[src/rtl/serial_sub_16.sv]
`default_nettype none
// ============================================================================
// Module   : serial_sub_16
// Purpose  : Multi-cycle subtractor. Computes diff = a - b - bin over WIDTH
//            bits, processing BPC bits per clock.
//
//            Each cycle handles one slice, least significant slice first.
//            The borrow ripples through the slice combinationally and is
//            held in a flop between cycles. Both sides of the block use a
//            valid/ready handshake.
//
// Ports    : clk       - rising-edge clock
//            rst_n     - asynchronous active-low reset
//            in_valid  - operands and borrow-in valid
//            in_ready  - block can accept a new operation (IDLE)
//            a, b      - minuend, subtrahend (WIDTH bits)
//            bin       - borrow-in
//            out_valid - result valid (DONE)
//            out_ready - consumer accepts result
//            diff      - (a - b - bin) mod 2^WIDTH
//            bout      - borrow-out: 1 iff a < b + bin as unsigned
//            ovf       - signed overflow of a - b - bin
//            busy      - high while in RUN
//
// Revision : 1.0 - initial release
// ============================================================================
module serial_sub_16 #(
  parameter int WIDTH = 16,
  parameter int BPC   = 1
) (
  input  logic             clk,
  input  logic             rst_n,
  input  logic             in_valid,
  output logic             in_ready,
  input  logic [WIDTH-1:0] a,
  input  logic [WIDTH-1:0] b,
  input  logic             bin,
  output logic             out_valid,
  input  logic             out_ready,
  output logic [WIDTH-1:0] diff,
  output logic             bout,
  output logic             ovf,
  output logic             busy
);

  localparam int N  = (BPC > 0) ? (WIDTH / BPC) : 1;
  localparam int CW = (N > 1) ? $clog2(N) : 1;

  generate
    if (BPC < 1 || BPC > WIDTH || (WIDTH % BPC) != 0) begin : g_bad_bpc
      $error("serial_sub_16: BPC (%0d) must divide WIDTH (%0d) exactly", BPC, WIDTH);
    end
  endgenerate

  typedef enum logic [1:0] {
    IDLE = 2'd0,
    RUN  = 2'd1,
    DONE = 2'd2
  } state_t;

  state_t state_q;
  state_t state_d;

  logic [WIDTH-1:0] a_sr;      // minuend, shifted right one slice per cycle
  logic [WIDTH-1:0] b_sr;      // subtrahend, shifted right one slice per cycle
  logic             a_msb;     // captured sign bits, needed for ovf after the
  logic             b_msb;     // originals have been shifted out
  logic             br;        // borrow carried between slices
  logic [CW-1:0]    cnt;       // index of the slice being processed
  logic [WIDTH-1:0] diff_r;
  logic             bout_r;
  logic             ovf_r;

  logic             last_slice;
  logic             accept;
  logic [BPC-1:0]   slice_d;
  logic             slice_br;
  logic             c;
  logic [WIDTH-1:0] slice_ext;

  assign last_slice = (cnt == CW'(N - 1));
  assign accept     = (state_q == IDLE) && in_valid;

  // --------------------------------------------------------------------------
  // Slice subtractor: borrow chains through the BPC bits of the current slice.
  // --------------------------------------------------------------------------
  always_comb begin
    slice_d = '0;
    c       = br;
    for (int i = 0; i < BPC; i++) begin
      slice_d[i] = a_sr[i] ^ b_sr[i] ^ c;
      c          = (~a_sr[i] & b_sr[i]) | (~(a_sr[i] ^ b_sr[i]) & c);
    end
    slice_br = c;
  end

  // New slice enters at the top of the result register; after N shifts the
  // first (least significant) slice has reached bit 0.
  always_comb begin
    slice_ext                   = '0;
    slice_ext[WIDTH-1 -: BPC]   = slice_d;
  end

  // --------------------------------------------------------------------------
  // FSM
  // --------------------------------------------------------------------------
  always_ff @(posedge clk or negedge rst_n) begin
    if (!rst_n) begin
      state_q <= IDLE;
    end else begin
      state_q <= state_d;
    end
  end

  always_comb begin
    state_d   = state_q;
    in_ready  = 1'b0;
    out_valid = 1'b0;
    busy      = 1'b0;
    case (state_q)
      IDLE: begin
        in_ready = 1'b1;
        if (in_valid) begin
          state_d = RUN;
        end
      end
      RUN: begin
        busy = 1'b1;
        if (last_slice) begin
          state_d = DONE;
        end
      end
      DONE: begin
        out_valid = 1'b1;
        // Return to IDLE only after the handshake; the next accept happens
        // no earlier than the following cycle.
        if (out_ready) begin
          state_d = IDLE;
        end
      end
      default: begin
        state_d = IDLE;
      end
    endcase
  end

  // --------------------------------------------------------------------------
  // Datapath
  // --------------------------------------------------------------------------
  always_ff @(posedge clk or negedge rst_n) begin
    if (!rst_n) begin
      a_sr   <= '0;
      b_sr   <= '0;
      a_msb  <= 1'b0;
      b_msb  <= 1'b0;
      br     <= 1'b0;
      cnt    <= '0;
      diff_r <= '0;
      bout_r <= 1'b0;
      ovf_r  <= 1'b0;
    end else begin
      if (accept) begin
        a_sr   <= a;
        b_sr   <= b;
        a_msb  <= a[WIDTH-1];
        b_msb  <= b[WIDTH-1];
        br     <= bin;
        cnt    <= '0;
        diff_r <= '0;
        bout_r <= 1'b0;
        ovf_r  <= 1'b0;
      end else if (state_q == RUN) begin
        a_sr   <= a_sr >> BPC;
        b_sr   <= b_sr >> BPC;
        br     <= slice_br;
        diff_r <= (diff_r >> BPC) | slice_ext;
        if (last_slice) begin
          cnt    <= '0;
          bout_r <= slice_br;
          // Overflow only when operand signs differ and the result sign
          // differs from the minuend; slice_d[BPC-1] is the result MSB here.
          ovf_r  <= (a_msb ^ b_msb) & (slice_d[BPC-1] ^ a_msb);
        end else begin
          cnt    <= cnt + CW'(1);
        end
      end
    end
  end

  assign diff = diff_r;
  assign bout = bout_r;
  assign ovf  = ovf_r;

endmodule
`default_nettype wire

[config.mk]
export PLATFORM = sky130hd
export DESIGN_NAME = serial_sub_16
export DESIGN_NICKNAME = d
export VERILOG_FILES = /design/src/rtl/serial_sub_16.sv
export SDC_FILE = /design/constraint.sdc
export NUM_CORES = 1
export LEC_CHECK = 0
export CORE_AREA = 3 3 74 76
export DETAILED_ROUTE_END_ITERATION = 12
export DIE_AREA = 0 0 77 79
export PLACE_DENSITY_LB_ADDON = 0.12
export SYNTH_ARGS = -nofsm -noshare
export SYNTH_HDL_FRONTEND = slang
export SYNTH_SLANG_ARGS = --single-unit
[constraint.sdc]
create_clock -name clk -period 3.7 [get_ports clk]
set_clock_uncertainty 0.15 [all_clocks]
set_input_delay 0.74 -clock clk [delete_from_list [all_inputs] [get_ports clk]]
set_output_delay 0.74 -clock clk [all_outputs]
set_load 0.005 [all_outputs]
Word-level counts from Yosys, hierarchy flattened
Index checks and enable logic that the tools add are counted.
{"block": "totals", "ff_bits": 59, "latch_bits": 0, "inputBits": 37, "n_memories": 0, "output_inout_bits": 21, "ram_bits": 0, "romBits": 0}
{"block": "op_classes", "magnitude_cmp": 0, "n_reduce_logical": 6, "mux": 24, "n_addsub": 1, "n_bitwise": 11, "mul": 0, "eq_ne": 6, "n_div": 0, "shift": 0}
{"cell": "two-way mux 16 bit", "n": 6}
{"cell": "OR 15 x 16 -> 16 bit", "n": 1}
{"cell": "two-way mux 4 bit", "n": 3}
{"cell": "two-way mux 1 bit", "n": 11}
{"cell": "two-way mux 2 bit", "n": 3}
{"cell": "inequality test 2 bit (second input constant)", "n": 3}
{"cell": "case mux 2 bit (3 select lines)", "n": 1}
{"cell": "adder 4 x 1 -> 4 bit (second input constant)", "n": 1}
{"cell": "equality test 4 bit (second input constant)", "n": 1}
{"cell": "nonzero test 2 bit", "n": 2}
{"cell": "XOR 1 bit", "n": 4}
{"cell": "bitwise AND 1 bit", "n": 3}
{"cell": "AND reduction 3 bit", "n": 1}
{"cell": "equality test 2 x 1 -> 1 bit (second input constant)", "n": 1}
{"cell": "equality test 2 bit (second input constant)", "n": 1}
{"cell": "logical NOT 2 bit", "n": 1}
{"cell": "NOT 1 bit", "n": 2}
{"cell": "AND reduction 2 bit", "n": 1}
{"cell": "logical AND 1 bit", "n": 1}
{"cell": "OR 1 bit", "n": 1}

Logic depth before layout (Yosys ltp)
{"block": "depth", "depth_word": 7, "depth_mapped": 5, "depth_no_buf": 5}

Worst setup path after synthesis
Ideal clock, no wire load.
{"block": "synth_timing", "path_kind": "flip-flop to output port", "start": "register state_q[0]", "end": "output in_ready", "path_stages_with_launch": 4, "required_time_ns": 2.810, "slack_ns": 1.937, "n_path_buf": 2, "t_arrival_ns": 0.873, "path_cell_list": "dfrtp_1 buf_2 buf_2 nor2_1"}
{"block": "synth_via", "elab_chain_cells": 2}
{"element": "start: declaration", "line": "61", "rtl": "state_t state_q;"}
{"element": "start signal: assignment", "line": "111", "rtl": "state_q <= state_d;"}
{"element": "logical NOT 2 bit", "line": "120", "rtl": "case (state_q)"}
{"element": "two-way mux 1 bit", "line": "120"}
{"element": "end: declaration", "line": "34", "rtl": "output logic in_ready,"}
No other way between the ends.

Worst setup path after layout
{"block": "layout_timing", "start": "register state_q[1]", "end": "output out_valid"}
{"block": "layout_via", "elab_chain_cells": 2}
{"element": "equality test 2 bit", "line": "120"}
{"element": "two-way mux 1 bit", "line": "120"}
{"element": "end: declaration", "line": "38", "rtl": "output logic out_valid,"}
No other way between the ends.

==> metrics.cfg <==
[global_routing]
grt_use_met1_pct=27.9
first_pass_grt_wire_length_um=9880
antenna_found_initial=0
first_global_vias=2045
globalRouteTotalUtil_pct=20.6
gr-max-usage-layer=met2
grt-ovfl-total=0
grt_util_met2_pct=31.3
global_route.usage.met3_pct=5.90
maximum_number_of_pins_on_one_net_before_global_route_repair=43

[flow_run]
cap_violations=0

[critical_path]
worst-endpoint-required_ns=2.81
critPathLaunchType=flop
cp.arrival_ns=1.93
worstSetupPathType=reg -> out
timing.critical_path.max_delay_family=flip-flops
worst_setup_path_end_kind=output pin
worst-path-buf-inv=1
crit_fanout=23
timing.reg2reg.setup_slack_ns=1.45
crit_path_top_delay_cell=sky130_fd_sc_hd__dfrtp_1
timing.critical_path.depth=2
crit_path_largest_cell_delay_ns=0.82
timing.reg2reg.worst_path_depth=5
path_cells=nor2b_1, clkdlybuf4s50_1

[sta]
timing.setup.tns_ns=0
timing.final.hold_violations=0
timing.final.setup_violations=0
period_minus_slack_ns=2.82
achievable-frequency_mhz=354
setup_repair_after_global_routing_missed_its_margin=false
slew_viol_final=0
finalWorstSetupSlack_ns=0.877
worstMarginPinSlew_ns=0.736
fin_crit_sh_pct=76.3
maxSlewHeadroom_pct=50.9

[route]
routed_wire_length_per_instance_um=15.9
mean_number_of_vias_per_cell=5.57
drt.antenna.violating_nets=0
detailroute.via_count=2009
postRouteWirelength_um=5730
detail_route.drc_violations=0
drt-pass1-iter-count=4
initialDrtViolationCount=147

[yosys]
synth_area_um2=2550
synth.most_common_cell=sky130_fd_sc_hd__dfrtp_1
synth_top_area_share_pct=57.9
ys_async_sr_fraction_pct=100
synth-edff-count=0
per_instance_average_area_after_synthesis_um2=10.9
synth.area.top_cells=sky130_fd_sc_hd__dfrtp_1 (58%), sky130_fd_sc_hd__a22oi_1 (9.1%), sky130_fd_sc_hd__a22o_1 (6.9%)
yosysTopAreaCell=sky130_fd_sc_hd__dfrtp_1
synth.distinct_cells=29
post_synthesis_sequential_area_ratio_pct=57.9
yosys_most_used_dff=sky130_fd_sc_hd__dfrtp_1
mappedNetlistNets=273
post_synth_inst_count=234
ys_ff_latch=59
post_synth_most_frequent_cells=sky130_fd_sc_hd__dfrtp_1 (59), sky130_fd_sc_hd__nand2_1 (36), sky130_fd_sc_hd__a22oi_1 (31)
yosys_warnings=0

[status]
status=finished clean

[cts]
ctsRootBufferMaster=sky130_fd_sc_hd__clkbuf_8
post_cts.resized_instances=0
ctsHoldBuffers=0
clk_path_buf_depth=2
clock_latency_ns=0.33
post-cts-setup-buffers=0
clock_h_tree_levels=3
tritoncts=done
clock_sink_count=59
cts_made_buffers=9
cts.reportedPaths.clkPinSlew_ns=0.07

[die]
floorplan.initialDensity_pct=53.3
total_core_area_um2=4790
design.die.area_um2=6080
dieWidth_um=77
placementRows=25
pin_count=58
floorplan.die.height_um=79

[finish]
insertedDiodeCount=0
syn_to_final_growth_pct=30.9
num-nets-final=329
final_layout_size_suffix_gt1_share_pct=10.2
final_core_util_pct=69.8

[power_and_ir_drop]
vdd_drop_max_mv=0.446
powerDensity_nw_per_um2=767
power.static_leakage_nw=1.43

[placement]
detailed_placement_wirelength_estimate_um=3560
portBuffers=57
place_ws_ns=1.11
place_congestion=0.767

[hold_path]
holdCritPathClass=in -> async

per-stage QoR:
step                      hold slack (ns)  instance area [um2]  instances  total power (W)
after floorplan                     0.294                 2550        234          0.00166
after global placement              0.311                 3160        346          0.00202
after detailed placement            0.321                 3160        346          0.00204
after CTS                           0.185                 3340        361          0.00259
after global routing                0.197                 3340        361          0.00275
final                               0.180                 3340        361          0.00256
state kept, by name, summed over array words and instances, names as in the netlist:
signal / count
b_msb: 1
ovf: 1
a_sr: 16
state_q: 2
a_msb: 1
bout: 1
br: 1
b_sr: 16
diff: 16
cnt: 4
worst paths after layout:
| check | from | to |
|---|---|---|
| max | state_q[1]$_DFFE_PN0P_ | out_valid |
| min | rst_n | a_sr[7]$_DFFE_PN0P_ |
| max reg2reg | state_q[1]$_DFFE_PN0P_ | bout$_DFFE_PN0P_ |
| min reg2reg | b_sr[2]$_DFFE_PN0P_ | b_sr[2]$_DFFE_PN0P_ |
| max in group asynchronous | rst_n | cnt[2]$_DFFE_PN0P_ |
| min in group clk | b_sr[2]$_DFFE_PN0P_ | b_sr[2]$_DFFE_PN0P_ |
worst reg2reg max path: cells and delay by family (launching register included):
kind / cells / cell delay (ns)
simple gates: 2 / 0.15
compound gates: 1 / 0.37
buf+inv: 2 / 0.69
flops: 1 / 0.82
cell type report:
cell class	instances	area, um2
fill	387	1450
clock inverter	2	10.0
inverter	5	18.8
clock buffer	13	169
sequential	59	1480
tap	67	83.8
timing repair buffer	64	618
multi-input combinational	151	962
power breakdown:
group,internal (W),switching [W]
clock network,0.000292,0.000239
logic,0.000517,0.000410
registers,0.000903,0.000200
logic make-up after synthesis:
| family | count (synthesis) | synth area share (%) |
|---|---|---|
| AOI/OAI and AO/OA | 92 | 25.0 |
| adders and majority gates | 2 | 1.28 |
| buffers and inverters | 24 | 4.86 |
| DFF | 59 | 57.9 |
| muxes | 2 | 0.883 |
| and+or+nand+nor | 55 | 10.1 |
placed cells by master (no fill, tap or decap), drive strengths merged:
cell and instances:
a221oi 1, or3b 1, ha 1, buf 8, or2 1, clkinv 2
a22o 20, and3 1, o21bai 1, dfrtp 59, fa 1, o211ai 2
nor3b 2, nand2 36, a2bb2oi 1, mux2 2, and3b 1, clkbuf 13
nor2b 3, nor3 1, nand3 6, clkdlybuf4s50 56, a21oi 3, o21ai 33
a22oi 31, inv 5, nor2 2, and4b 1
layer usage:
| metal | routed length [um] | part of all wire [%] |
|---|---|---|
| met4 | 58 | 1.0 |
| met2 | 2630 | 46 |
| met3 | 298 | 5.2 |
| met1 | 2740 | 48 |
| met5 | 0 | 0 |
Power figures use the tool's default switching activity.
==> RTL change 1 (same flow settings) <==
Reset style: synchronous (`rst_n`), changed in 2 clocked blocks. Comments in the files are not updated.
--- a/src/rtl/serial_sub_16.sv
+++ b/src/rtl/serial_sub_16.sv
@@ -106,3 +106,3 @@
   // --------------------------------------------------------------------------
-  always_ff @(posedge clk or negedge rst_n) begin
+  always_ff @(posedge clk) begin
     if (!rst_n) begin
@@ -149,3 +149,3 @@
   // --------------------------------------------------------------------------
-  always_ff @(posedge clk or negedge rst_n) begin
+  always_ff @(posedge clk) begin
     if (!rst_n) begin
Formal check against the unedited RTL: differs if rst_n is asserted again (counterexample within 4 cycles, from zero or initial values and one cycle with rst_n low); with rst_n held inactive, the same outputs for 10 cycles.
==> RTL change 1 against the unedited design <==
- critical path depth increased by 1
- synthesized cell count increased by 29%
- setup slack improved by 0.44 ns
- sequential cell count unchanged
- cell count increased by 18%
- core utilization decreased by 1.7 points
- global-route usage decreased by 1.8 points
- design area decreased by 2.4%
- register-to-register slack improved by 0.39 ns
- routed wire length decreased by 5.3%
- synthesized area decreased by 0.49%
Power is not compared: it rests on default switching activity, and its combinational part moved more than twofold at a synthesized area within 25%.
==> RTL change 1: results (changes against the unedited design) <==
[placed_design]
gp_congestion = 0.7264  ; -5.2%
placed_cells = 409  ; +18%
placed_area_mm2 = 0.003104  ; -1.7%
dpl.hpwl_mm = 3.474  ; -2.3%
dp_slack_ns = 1.040  ; -0.06781 ns

[yosys]
async_flop_share_pct = 0  ; -100 points
synth_nets = 342  ; +25%
synth_area_leaders = dfxtp_1, nand2_1, a311oi_2
synth_common_cells = nand2_1, dfxtp_1, nor2_1
avgSynthCellArea_um2 = 8.374  ; -23%
ys_warn_count = 0  ; unchanged
synth_cell_types = 32  ; +10%
ys_seq_area_share_pct = 46.55  ; -11 points

[route]
routed_wl_mm = 5.426  ; -5.3%
wl_met2_mm = 2.597  ; -1.3%
routed_via_density = 5.278  ; -5.2%
wl_met3_um = 239  ; -20%
top_layer_used = met4
antenna_left = 0  ; unchanged
first_iter_violations = 92  ; -37%
wl_met1_mm = 2.438  ; -11%
vias = 2243  ; +12%

[sta]
hold_ws_ns = 0.3061  ; +0.1261 ns
setup_viol = 0  ; unchanged
worst_slew_pin_slew_ns = 0.7616  ; +0.02532 ns

[hold_path]
hp-start = diff[0]
min_to = diff[0]
min_path_type = reg2reg
worst_hold_path.num_cells = 2

[clocking]
htree_levels = 3  ; unchanged
post_cts_buffers = 0  ; unchanged
cts-root-buf = clkbuf_8
path_clk_slew_ns = 0.06

[critical_path]
r2r-end = b_sr[13]
critPathCapture = busy
r2r_slack_ns = 1.84  ; +0.39 ns
worst-r2r-cell-count = 4  ; -1
crit_family = buffers and inverters
critPathArrivalTime_ns = 1.49  ; -0.44 ns
slowest_stage = dfxtp_1
crit_start = state_q[0]
critPathMaxFanout = 8  ; -65%
required_ns = 2.81  ; about the same
cp_slowest_stage_delay_ns = 0.49  ; -0.33 ns

[finish]
drive_gt1_share_pct = 10.89  ; +0.69 points
num-fill-cells = 410  ; +5.9%
nets = 392  ; +19%
antennaDiodeCount = 0  ; unchanged
fin_area_mm2 = 0.003258  ; -2.4%

[pwr]
p_comb_share_pct = 13.9
p_sw_share_pct = 26.36
pg_clk_uw = 475

[global_route]
grt_pass1_wl_mm = 9.039  ; -8.5%
grt_max_degree = 59  ; +37%
track_usage_pct = 18.88  ; -1.8 points
grt_pass1_vias = 2063  ; +0.88%
overflow = 0  ; unchanged

[status]
status = finished, final reports clean

[RTL change 1: cell count changes after synthesis, sizes merged, moves of 3 or more]
cell,delta
a21oi,+27
a22o,-20
a22oi,-29
a311oi,+28
clkbuf,+5
dfrtp,-59
dfxtp,+59
nand2,+67
nand3,-5
nand3b,+3
nor2,+31
o21ai,-31
[RTL change 1: layer usage]
metal / global-route usage [%] / up-vias
li1: - / 1131
met1: 21.09 / 1048
met2: 32.93 / 53
met3: 3.628 / 11
met4: 12.28 / 0
met5: 0 / -
[RTL change 1: logic make-up after synthesis]
logic type               count (synthesis)  synth area share [%]
flip-flops                              59                 46.55
adder cells (fa/ha/maj)                  2                 1.282
AND/OR/NAND/NOR                        148                 23.42
XOR/XNOR                                 1                0.3452
AO/OA/AOI/OAI                           67                 23.08
buffers and inverters                   26                 5.325
[RTL change 1: final cells by class]
type,count,area share [%]
clock buffers,13,4.263
multi-input cells,218,37.56
well taps,67,2.573
repair buffers,61,18.43
flip-flops and latches,59,36.25
inverters,4,0.4608
clock inverters,3,0.4608
==> RTL change 2 (same flow settings) <==
Made on the original files. Change the parameter `WIDTH` from 16 to 8.
--- a/src/rtl/serial_sub_16.sv
+++ b/src/rtl/serial_sub_16.sv
@@ -27,3 +27,3 @@
 module serial_sub_16 #(
-  parameter int WIDTH = 16,
+  parameter int WIDTH = 8,
   parameter int BPC   = 1
Interface: changed (resized a, b and diff); port bits go from 58 to 34. No check against the original RTL was run, so the function may have changed too.
==> RTL change 2 against the unedited design <==
- count of clock-buffer cells in the layout shrank 6
- critical path depth rose by 1
- design area is 42% lower
- clock power down 48%
- maximum frequency down 4.2%
- synthesized area shrank 42%
- setup slack got worse by 0.12 ns
- routed wire length shrank 46%
- highest routed layer unchanged
- total power shrank 43%
- synthesized cell count down 38%
- sequential cell count down 25
- cell count shrank 31%
==> RTL change 2: results (changes against the unedited design) <==
[pwr]
ir_drop_v = 0.0002474  ; -44%
cellLeakagePower_nw = 0.8864  ; -38%

[global_route]
met1_usage_pct = 12.15  ; -16 points
grt_pass1_vias = 1150  ; -44%
track_usage_pct = 11.11  ; -9.5 points
grt_util_met3_pct = 3.968  ; -1.9 points
grt_pass1_wl_mm = 5.278  ; -47%
globalRouteMet2Util_pct = 19.16  ; -12 points
grt_max_degree = 35  ; -19%

[yosys]
synth_cell_types = 27  ; -6.9%
ys_warn_count = 0  ; unchanged
synth_common_cells = nand2_1, dfrtp_1, a22oi_1
synth_area_leaders = dfrtp_1, nand2_1, a22oi_1
synth_nets = 169  ; -38%
syn_inst = 145  ; -38%
ys.flop_type = dfrtp_1
ys_seq_area_share_pct = 57.72  ; -0.17 points

[placed_design]
gp_congestion = 0.7307  ; -4.7%
placed_area_mm2 = 0.001859  ; -41%
placed_cells = 240  ; -31%
port_buffers = 33  ; -42%
dpl.hpwl_mm = 2.179  ; -39%

[critical_path]
rr_startpoint = state_q[0]
critPathMaxFanout = 26  ; +13%
r2r_slack_ns = 1.92  ; +0.47 ns
slowest_stage = clkdlybuf4s50_1
crit_start = state_q[1]
r2r-end = diff[4]
worst-r2r-cell-count = 3  ; -2
cp_slowest_stage_delay_ns = 0.59  ; -0.23 ns
critPathCapture = busy

[finish]
nets = 204  ; -38%
drive_gt1_share_pct = 8.840  ; -1.4 points
instances_no_fill = 248  ; -31%
num-fill-cells = 480  ; +24%
antennaDiodeCount = 0  ; unchanged

[status]
status = finished, final reports clean

[clocking]
post_cts_buffers = 0  ; unchanged
clock_latency_ns = 0.28  ; -0.05 ns
path_clk_slew_ns = 0.07  ; about the same
htree_levels = 2  ; -1
cts_buffers = 5  ; -4

[hold_path]
min_path_type = reg2reg
hp-start = a_sr[1]

[route]
wl_per_cell_um = 12.50  ; -21%
first_iter_violations = 41  ; -72%
wl_met3_um = 176  ; -41%
routed_via_density = 4.472  ; -20%
wl_met2_mm = 1.543  ; -41%
wl_met1_mm = 1.320  ; -52%

[sta]
worst_slew_pin_slew_ns = 0.7364  ; +0.00003660 ns
slew_violations = 0  ; unchanged

==> RTL change 2: cell types whose count changed after synthesis, moves of 3 or more <==
cell and delta:
o21ai_1 -18, nand3_1 -6, buf_2 -7, nor2b_1 -3
nand2_1 +14, a22oi_1 -17, clkbuf_1 -3, dfrtp_1 -25
o21ai_0 -4, a22o_1 -18
==> RTL change 2: per-stage QoR <==
step | util, % | setup slack, ns | power [mW] | hold WS [ns]
floorplan | - | 1.889 | 0.9858 | 0.2944
global placement | 38.85 | 1.063 | 1.185 | 0.3118
detailed placement | 38.85 | 1.039 | 1.201 | 0.3149
CTS | 40.76 | 0.7291 | 1.485 | 0.3318
global route | 40.76 | 0.6074 | 1.585 | 0.3502
finish | 40.76 | 0.7541 | 1.457 | 0.3255
==> RTL change 2: kinds of logic after synthesis <==
family	count (synthesis)	synth area share, %
adder cells (fa/ha/maj)	3	3.056
multiplexers	2	1.528
buffers and inverters	11	3.989
AND/OR/NAND/NOR	62	18.68
flip-flops	34	57.73
AO/OA/AOI/OAI	33	15.03
==> RTL change 2: cell type report <==
type	instances	area (µm²)	share of cell area, %
timing repair buffer	35	345.3	17.70
inverter	4	15.01	0.7697
multi-input combinational	100	564.3	28.93
clock inverter	1	5.005	0.2566
sequential	34	850.8	43.62
clock buffer	7	86.33	4.426
tap	67	83.83	4.298
==> RTL change 2: worst max-delay path, delay by kind of cell (launching register included) <==
kind | cells | cell delay (ns)
buf+inv | 2 | 0.99
flops | 1 | 0.44
simple gates | 1 | 0.34
==> RTL change 2: power breakdown <==
part	switching (mW)	internal [mW]
clock network	0.128	0.150
logic	0.288	0.273
registers	0.0950	0.523
